### config.mk
export PLATFORM = sky130hd
export DESIGN_NAME = dpramsampleunpacker
export DESIGN_NICKNAME = d
export VERILOG_FILES = /design/src/rtl/dpramsampleunpacker.sv
export SDC_FILE = /design/constraint.sdc
export NUM_CORES = 1
export LEC_CHECK = 0
export CORE_MARGIN = 2
export CORE_UTILIZATION = 28
export CTS_CLUSTER_SIZE = 16
export DETAILED_ROUTE_END_ITERATION = 6
export PLACE_DENSITY = 0.49
export SYNTH_ARGS = -nofsm -noshare
export SYNTH_HDL_FRONTEND = slang
export SYNTH_SLANG_ARGS = --single-unit
### constraint.sdc
create_clock -name i_clk -period 5.5 [get_ports i_clk]
set_input_delay 1.65 -clock i_clk [delete_from_list [all_inputs] [get_ports i_clk]]
set_output_delay 1.65 -clock i_clk [all_outputs]
set_load 0.02 [all_outputs]
### src/rtl/dpramsampleunpacker.sv
// -----------------------------------------------------------------------------
// dpramsampleunpacker
//
// Read-side companion to the waveform-capture DPRAM. Fetches wide words
// (SAMPLES_PER_WORD packed samples) from the DPRAM read port and emits them
// lane 0 first as a narrow valid/ready sample stream, one sample per clock.
//
// Ports
//   i_clk           system clock, also the DPRAM read clock
//   i_reset         synchronous, active-high reset
//   i_start         begin a transfer (only honoured while idle)
//   i_start_addr    first word address
//   i_word_count    number of words to read; 0 gives an empty transfer
//   o_busy          transfer in progress (run and done phases)
//   o_done          one-cycle pulse the cycle after the final beat
//   o_r_addr        DPRAM read address (registered)
//   i_r_data        DPRAM read data, one cycle after o_r_addr
//   o_sample_valid  o_sample_data holds a sample
//   i_sample_ready  consumer accepts the current sample
//   o_sample_data   current sample
//   o_sample_last   final sample of the transfer
// -----------------------------------------------------------------------------
module dpramsampleunpacker #(
  parameter int READ_ADDRESS_WIDTH = 10,
  parameter int READ_DATA_WIDTH    = 256,
  parameter int SAMPLE_WIDTH       = 16
) (
  input  logic                          i_clk,
  input  logic                          i_reset,
  input  logic                          i_start,
  input  logic [READ_ADDRESS_WIDTH-1:0] i_start_addr,
  input  logic [READ_ADDRESS_WIDTH:0]   i_word_count,
  output logic                          o_busy,
  output logic                          o_done,
  output logic [READ_ADDRESS_WIDTH-1:0] o_r_addr,
  input  logic [READ_DATA_WIDTH-1:0]    i_r_data,
  output logic                          o_sample_valid,
  input  logic                          i_sample_ready,
  output logic [SAMPLE_WIDTH-1:0]       o_sample_data,
  output logic                          o_sample_last
);

  localparam int SAMPLES_PER_WORD = READ_DATA_WIDTH / SAMPLE_WIDTH;
  localparam int LANE_W           = $clog2(SAMPLES_PER_WORD);

  localparam logic [LANE_W-1:0]           LANE_ZERO = {LANE_W{1'b0}};
  localparam logic [LANE_W-1:0]           LANE_ONE  = {{(LANE_W-1){1'b0}}, 1'b1};
  localparam logic [LANE_W-1:0]           LANE_MAX  = {LANE_W{1'b1}};
  localparam logic [READ_ADDRESS_WIDTH:0] CNT_ZERO  = {(READ_ADDRESS_WIDTH+1){1'b0}};
  localparam logic [READ_ADDRESS_WIDTH:0] CNT_ONE   = {{READ_ADDRESS_WIDTH{1'b0}}, 1'b1};
  localparam logic [READ_ADDRESS_WIDTH-1:0] ADDR_ONE = {{(READ_ADDRESS_WIDTH-1){1'b0}}, 1'b1};
  localparam logic [READ_DATA_WIDTH-1:0]  WORD_ZERO = {READ_DATA_WIDTH{1'b0}};

  typedef enum logic [1:0] {
    S_IDLE = 2'd0,
    S_RUN  = 2'd1,
    S_DONE = 2'd2
  } state_t;

  // Registered state
  state_t                         r_state;
  logic [READ_ADDRESS_WIDTH-1:0]  r_r_addr;
  logic [READ_ADDRESS_WIDTH:0]    r_words_left;  // words not yet issued
  logic                           r_issue;       // address on o_r_addr this cycle
  logic                           r_issue_last;
  logic                           r_capture;     // i_r_data valid this cycle
  logic                           r_capture_last;
  logic [READ_DATA_WIDTH-1:0]     r_act_word;    // shifts right, lane 0 at bottom
  logic                           r_act_valid;
  logic                           r_act_last;
  logic [LANE_W-1:0]              r_lane;
  logic [READ_DATA_WIDTH-1:0]     r_pf_word;
  logic                           r_pf_valid;
  logic                           r_pf_last;
  logic                           r_sample_last;
  logic                           r_busy;
  logic                           r_done;

  // Next-state values
  state_t                         w_state_nxt;
  logic [READ_ADDRESS_WIDTH-1:0]  w_r_addr_nxt;
  logic [READ_ADDRESS_WIDTH:0]    w_words_left_nxt;
  logic                           w_issue_nxt;
  logic                           w_issue_last_nxt;
  logic                           w_capture_nxt;
  logic                           w_capture_last_nxt;
  logic [READ_DATA_WIDTH-1:0]     w_act_word_nxt;
  logic                           w_act_valid_nxt;
  logic                           w_act_last_nxt;
  logic [LANE_W-1:0]              w_lane_nxt;
  logic [READ_DATA_WIDTH-1:0]     w_pf_word_nxt;
  logic                           w_pf_valid_nxt;
  logic                           w_pf_last_nxt;

  logic w_beat;
  logic w_lane_end;
  logic w_final_beat;
  logic w_act_free;
  logic w_issue_ok;

  assign w_beat       = r_act_valid & i_sample_ready;
  assign w_lane_end   = (r_lane == LANE_MAX);
  assign w_final_beat = w_beat & w_lane_end & r_act_last;
  // Active buffer can take a new word this cycle (empty, or its last lane leaves now).
  assign w_act_free   = ~r_act_valid | (w_beat & w_lane_end);
  // Only one read in flight at a time, and only when its landing slot is free.
  assign w_issue_ok   = ~r_pf_valid & ~r_issue & ~r_capture & (r_words_left != CNT_ZERO);

  assign o_busy         = r_busy;
  assign o_done         = r_done;
  assign o_r_addr       = r_r_addr;
  assign o_sample_valid = r_act_valid;
  assign o_sample_data  = r_act_word[SAMPLE_WIDTH-1:0];
  assign o_sample_last  = r_sample_last;

  // FSM state register
  always_ff @(posedge i_clk) begin
    if (i_reset) begin
      r_state <= S_IDLE;
    end else begin
      r_state <= w_state_nxt;
    end
  end

  // Next-state, fetch scheduling and buffer management
  always_comb begin
    w_state_nxt        = r_state;
    w_r_addr_nxt       = r_r_addr;
    w_words_left_nxt   = r_words_left;
    w_issue_nxt        = r_issue;
    w_issue_last_nxt   = r_issue_last;
    w_capture_nxt      = r_capture;
    w_capture_last_nxt = r_capture_last;
    w_act_word_nxt     = r_act_word;
    w_act_valid_nxt    = r_act_valid;
    w_act_last_nxt     = r_act_last;
    w_lane_nxt         = r_lane;
    w_pf_word_nxt      = r_pf_word;
    w_pf_valid_nxt     = r_pf_valid;
    w_pf_last_nxt      = r_pf_last;

    case (r_state)
      S_IDLE: begin
        if (i_start) begin
          if (i_word_count == CNT_ZERO) begin
            w_state_nxt = S_DONE;
          end else begin
            // First fetch goes out immediately: address visible next cycle.
            w_state_nxt      = S_RUN;
            w_r_addr_nxt     = i_start_addr;
            w_words_left_nxt = i_word_count - CNT_ONE;
            w_issue_nxt      = 1'b1;
            w_issue_last_nxt = (i_word_count == CNT_ONE);
          end
        end else begin
          w_state_nxt = S_IDLE;
        end
      end

      S_RUN: begin
        w_capture_nxt      = r_issue;
        w_capture_last_nxt = r_issue_last;
        w_issue_nxt        = 1'b0;

        if (w_final_beat) begin
          w_state_nxt     = S_DONE;
          w_act_word_nxt  = WORD_ZERO;
          w_act_valid_nxt = 1'b0;
          w_act_last_nxt  = 1'b0;
          w_lane_nxt      = LANE_ZERO;
          w_pf_valid_nxt  = 1'b0;
          w_pf_last_nxt   = 1'b0;
          w_capture_nxt   = 1'b0;
        end else begin
          if (w_act_free) begin
            if (r_pf_valid) begin
              // Promote prefetch; a read landing now refills the prefetch slot.
              w_act_word_nxt  = r_pf_word;
              w_act_last_nxt  = r_pf_last;
              w_act_valid_nxt = 1'b1;
              w_lane_nxt      = LANE_ZERO;
              w_pf_valid_nxt  = r_capture;
              w_pf_word_nxt   = r_capture ? i_r_data : r_pf_word;
              w_pf_last_nxt   = r_capture_last;
            end else if (r_capture) begin
              w_act_word_nxt  = i_r_data;
              w_act_last_nxt  = r_capture_last;
              w_act_valid_nxt = 1'b1;
              w_lane_nxt      = LANE_ZERO;
            end else begin
              w_act_valid_nxt = 1'b0;
              w_lane_nxt      = LANE_ZERO;
            end
          end else begin
            if (w_beat) begin
              w_act_word_nxt = r_act_word >> SAMPLE_WIDTH;
              w_lane_nxt     = r_lane + LANE_ONE;
            end else begin
              w_act_word_nxt = r_act_word;
            end
            if (r_capture) begin
              w_pf_word_nxt  = i_r_data;
              w_pf_valid_nxt = 1'b1;
              w_pf_last_nxt  = r_capture_last;
            end else begin
              w_pf_valid_nxt = r_pf_valid;
            end
          end

          if (w_issue_ok) begin
            w_issue_nxt      = 1'b1;
            w_issue_last_nxt = (r_words_left == CNT_ONE);
            w_words_left_nxt = r_words_left - CNT_ONE;
            w_r_addr_nxt     = r_r_addr + ADDR_ONE;  // wraps modulo 2^READ_ADDRESS_WIDTH
          end else begin
            w_issue_nxt = 1'b0;
          end
        end
      end

      S_DONE: begin
        w_state_nxt = S_IDLE;
      end

      default: begin
        w_state_nxt = S_IDLE;
      end
    endcase
  end

  // Datapath and output registers
  always_ff @(posedge i_clk) begin
    if (i_reset) begin
      r_r_addr       <= {READ_ADDRESS_WIDTH{1'b0}};
      r_words_left   <= CNT_ZERO;
      r_issue        <= 1'b0;
      r_issue_last   <= 1'b0;
      r_capture      <= 1'b0;
      r_capture_last <= 1'b0;
      r_act_word     <= WORD_ZERO;
      r_act_valid    <= 1'b0;
      r_act_last     <= 1'b0;
      r_lane         <= LANE_ZERO;
      r_pf_word      <= WORD_ZERO;
      r_pf_valid     <= 1'b0;
      r_pf_last      <= 1'b0;
      r_sample_last  <= 1'b0;
      r_busy         <= 1'b0;
      r_done         <= 1'b0;
    end else begin
      r_r_addr       <= w_r_addr_nxt;
      r_words_left   <= w_words_left_nxt;
      r_issue        <= w_issue_nxt;
      r_issue_last   <= w_issue_last_nxt;
      r_capture      <= w_capture_nxt;
      r_capture_last <= w_capture_last_nxt;
      r_act_word     <= w_act_word_nxt;
      r_act_valid    <= w_act_valid_nxt;
      r_act_last     <= w_act_last_nxt;
      r_lane         <= w_lane_nxt;
      r_pf_word      <= w_pf_word_nxt;
      r_pf_valid     <= w_pf_valid_nxt;
      r_pf_last      <= w_pf_last_nxt;
      r_sample_last  <= w_act_valid_nxt & w_act_last_nxt & (w_lane_nxt == LANE_MAX);
      r_busy         <= (w_state_nxt != S_IDLE);
      r_done         <= (w_state_nxt == S_DONE);
    end
  end

endmodule

Word level (Yosys, flattened, before mapping). Cells that the tools add are included.

$add $sub $neg: 4. Equal/unequal tests: 13. Muxes and demuxes: 55. Bitwise logic cells: 14. Reduce and logical (&&, ||, !) cells: 13.

Operator list (count): $mux W256 (8); $mux W11 (4); $mux W10 (4); $mux W1 (27); $eq A11 B1 Y1 const B (2); $pmux W11 S2 (1); $sub A11 B1 Y11 const B (2); $pmux W10 S2 (1); $mux W4 (4); $reduce_and A3 Y1 (4); $logic_not A11 Y1 (1); $reduce_bool A11 Y1 (1); $add A10 B1 Y10 const B (1); $ne A2 B2 Y1 const B (5); $and A1 B1 Y1 (8); $eq A4 B4 Y1 const B (2); $mux W2 (3); $reduce_bool A3 Y1 (2); $not A1 Y1 (5); $reduce_and A5 Y1 (1); $add A4 B1 Y4 const B (1); $ne A4 B4 Y1 const B (1); $pmux W1 S2 (2); $pmux W2 S2 (1); other kinds (7) (8).

Register bits: 550. Bits of input ports: 281. Word-level logic and storage cells: 116.

Depth between registers and ports, before layout.
Word-level depth: 8. Depth in mapped cells: 9.

Worst setup path after synthesis. OpenSTA, ideal clock, no wires.

Kind: in2reg. Start: input i_word_count[3]. End: register r_words_left[7]. Library setup time: 0.132 ns. Arrival time: 2.932 ns. Required time: 5.368 ns. Slack: 2.436 ns. Stages: 6. Buffers on the path: 1. Cells stage by stage: nor4_4 > a41oi_1 > a22o_1 > buf_2 > o311ai_0 > a21oi_1.

Longest elaborated chain between the ends: 4.

RTL lines: from (decl) (RTL line 32) `input logic [READ_ADDRESS_WIDTH:0] i_word_count,`; $sub A11 B1 Y11 (RTL line 151) `w_words_left_nxt = i_word_count - CNT_ONE;`; $mux W11 (RTL line 145) `if (i_word_count == CNT_ZERO) begin`; $mux W11 (RTL line 144) `if (i_start) begin`; $pmux W11 S2 (RTL line 142) `case (r_state)`; to (signal assigned) (RTL line 252) `r_words_left <= w_words_left_nxt;`; to (decl) (RTL line 63) `logic [READ_ADDRESS_WIDTH:0] r_words_left;`.

Several ways; a longest one is shown, not always the timed one. The select of a mux whose other input is x is not followed. A chain may end at the register's enable or synchronous reset.

Worst setup path after layout.
Start: input i_sample_ready. End: register r_pf_word[18].

Longest elaborated chain between the ends: 5.

RTL lines: from (decl) (RTL line 38) `input logic i_sample_ready,`; $and A1 B1 Y1 * (RTL line 101) `assign w_beat = r_act_valid & i_sample_ready;`; $and A1 B1 Y1 * (RTL line 103, 105); $or A1 B1 Y1 or $and A1 B1 Y1 (tied branches) (RTL line 105, 103); $ne A2 B2 Y1 (no source line) or $not A1 Y1 (tied branches); $reduce_and A3 Y1 (no source line); to (signal assigned) (RTL line 261) `r_pf_word <= w_pf_word_nxt;`; to (decl) (RTL line 72) `logic [READ_DATA_WIDTH-1:0] r_pf_word;`.

Every way passes the cells marked *; elsewhere a longest branch is shown, timed or not.

==> results.cfg <==
[run_status]
status = completed

[floorplanning]
num_rows = 110
start_util = 0.2833
io_pins = 311
die_y_microns = 306.0
coreArea_sq_um = 90150
die_width_microns = 306.0
die-area_sq_um = 93660

[sta]
tightest_slew_ns = 0.9838
maxSlewViolCount = 0
final.setup.tns_ns = 0
max_clock_freq_mhz = 252.5
rsz0062_at_grt = false
hold_viol = 0
clock_skew_ns = 0.03067
slew_headroom = 0.3441
setup_viol = 0
fin_crit_ns = 3.960
period_share = 0.7199
postLayoutSetupSlackWorst_ns = 1.540

[synth]
yosysWarnings = 0
synth-seq-area-share = 0.4311
synth_top_family_by_area = compound AO/OA/AOI/OAI gates
yosys.area_share.simple = 0.1790
synth.area.mux_share = 0.1003
synth_edf_count = 0
netlist_area_sq_um = 25540
synthAdderAreaFrac = 0.003429
synth_nets = 3443
synth_compound_area_frac = 0.2125
synthCells = 3155
synth.avg_cell_area_sq_um = 8.096
synthDistinctLibCells = 66
ys_seq_elements = 550
synthXorXnorAreaFrac = 0.005143
synthArstFlopShare = 0
ys_dominant_reg_cell = dfxtp_1

[setup_path]
critPathMaxStageDelay_ns = 0.65
crit_family = buffers and inverters
path_class = input pin to flip-flop
cp_max_fo = 142
start_kind = input pin
crit_slowest_cell = clkdlybuf4s50_1
cp.required_ns = 6.02
path_cells = clkdlybuf4s50_1, and4_1, nand3_4, o2111ai_4, buf_12, nand2_1, a21oi_1
end_kind = flip-flop
arrival_ns = 4.48
critical_path_buf_inv_count = 2

[min_path]
min_path_type = flip-flop to flip-flop

[place]
dp_hpwl_mm = 55.13
place.gp.congestion = 0.7796
preCtsSetupSlack_ns = 0.9841
io_buffers = 310
placed_area_sq_um = 29230

[cells_and_area]
drive_above_1_share = 0.05843
nFillCells = 9442
postLayoutCoreUtil = 0.3486
final_area_sq_um = 31430
fin_nets = 3560
synthToLayoutAreaGrowth_pct = 23.03

[clock_tree]
cts_setup_buffers = 0
path_clk_slew_ns = 0.06
cts_tree = done
clockRootBuffer = clkbuf_16
cts_inserted_buffers = 67
cts_sinks = 550
cts_hold_buf = 0
clkLatencyLatePin_ns = 0.61
cts_htree_levels = 3
clock_path_buffers = 3
ctsResizeCount = 0

[run]
maxCapViolCount = 0

[route]
drc = 0
finalWirelength_mm = 85.37
firstDrtPassIters = 5
wl_per_cell_microns = 18.97
via_per_inst = 4.987
vias = 22440
initialDrtViolationCount = 1673
postRouteAntennaNets = 0

[global_routing]
grt_start_max_net_pins = 157
gr-total-overflow = 0
grt_pass1_vias = 21030
antenna_found_initial = 12
track_usage = 0.1757
grt_pass1_wl_mm = 129.1

[pwr]
p_int_w = 0.007029
switching_share = 0.2428
power_per_cell_area_nw_per_um2 = 295.4
vdd_drop_max_mv = 0.2179
combPwrFrac = 0.083
p_clk_frac = 0.477
switching_power_w = 0.002254
p_seq_frac = 0.440
p_leak_nw = 10.08
-- tightest hold or removal path, cell delays in order, from the launching register on --
cell and delay [ns]:
dfxtp_1 0.30, nand2_1 0.05, a21oi_1 0.05
-- state kept, by name, summed over array words and instances, names as in the netlist, 2 cells and up --
register      flops
r_act_word      256
r_pf_word       256
r_words_left     11
o_r_addr         10
r_lane            4
r_state           2
-- synth_stat cells (18+ instances only) --
master | n | area share
nand2_1 | 1049 | 0.15
dfxtp_1 | 550 | 0.43
a21oi_1 | 545 | 0.11
mux2i_1 | 256 | 0.10
o2111ai_1 | 224 | 0.077
clkbuf_1 | 161 | 0.024
buf_2 | 79 | 0.015
buf_6 | 44 | 0.019
nor2_1 | 25 | 0.0037
buf_4 | 21 | 0.0062
or3_1 | 19 | 0.0047
o2111ai_2 | 18 | 0.011
-- per-layer routing --
| layer | wire (microns) | part of all wire | GRT usage | vias up |
|---|---|---|---|---|
| li1 | - | - | - | 11270 |
| met5 | 102 | 0.0012 | 0 | - |
| met1 | 40810 | 0.48 | 0.2457 | 10590 |
| met3 | 4561 | 0.053 | 0.03560 | 104 |
| met2 | 38340 | 0.45 | 0.2737 | 456 |
| met4 | 1553 | 0.018 | 0.04766 | 18 |
-- final cells by class --
cell class                 instances  area [sq um]  area share
antenna                            4         10.01   0.0003185
clock buffer                     101          2026     0.06446
clock inverter                    16         163.9    0.005216
inverter                           9         33.78    0.001075
multi-input combinational       2280         12840      0.4087
sequential                       550         11010      0.3505
tap                             1176          1471     0.04682
timing repair buffer             364          3864      0.1229
-- metrics by stage --
step	cells	hold slack, ns	power (W)
after floorplan	3155	0.4319	0.004544
after global placement	4379	0.4409	0.004951
after detailed placement	4379	0.4461	0.004947
after CTS	4496	0.4534	0.009433
after global routing	4498	0.4647	0.009656
final	4500	0.4506	0.009282
-- final timing paths --
check / startpoint / to / slack [ns] / depth (start not counted)
hold / removal: r_pf_word[223] / r_pf_word[223] / 0.45 / 2
setup / recovery: i_sample_ready / r_pf_word[18] / 1.54 / 7
setup reg to reg: r_lane[0] / r_pf_word[18] / 2.56 / 7
hold reg to reg: r_pf_word[223] / r_pf_word[223] / 0.45 / 2
-- power by group through the flow --
| stage | logic, W | clock network [W] | registers (W) |
|---|---|---|---|
| global route | 0.000841 | 0.00472 | 0.00409 |
| finish | 0.000766 | 0.00443 | 0.00409 |
| global placement | 0.000776 | 0 | 0.00417 |
| detailed placement | 0.000773 | 0 | 0.00417 |
| CTS | 0.000776 | 0.00457 | 0.00409 |
| floorplan | 0.000380 | 0 | 0.00416 |
-- cells in the final DEF (no fill, tap or decap), drive strengths merged, types with 7 or more instances in the layout --
master,count
clkbuf,101
clkinv,9
o2111ai,242
or3,19
nor2,25
nand2,1049
dfxtp,550
xnor2,8
o21ai,10
buf,55
nor3,17
xor2,7
inv,14
mux2i,256
ha,7
a21oi,545
clkdlybuf4s50,309
o211ai,8
nand3,10
-- cell families (layout without fill, tap and decap cells) --
logic type,after synthesis,count (layout)
xor gates and xnor gates,15,15
DFF,550,550
AOI/OAI and AO/OA,844,844
muxes,256,256
and+or+nand+nor,1158,1158
other,0,4
buffers and inverters,325,490
adders and majority gates,7,7
Power figures use the tool's default switching activity.
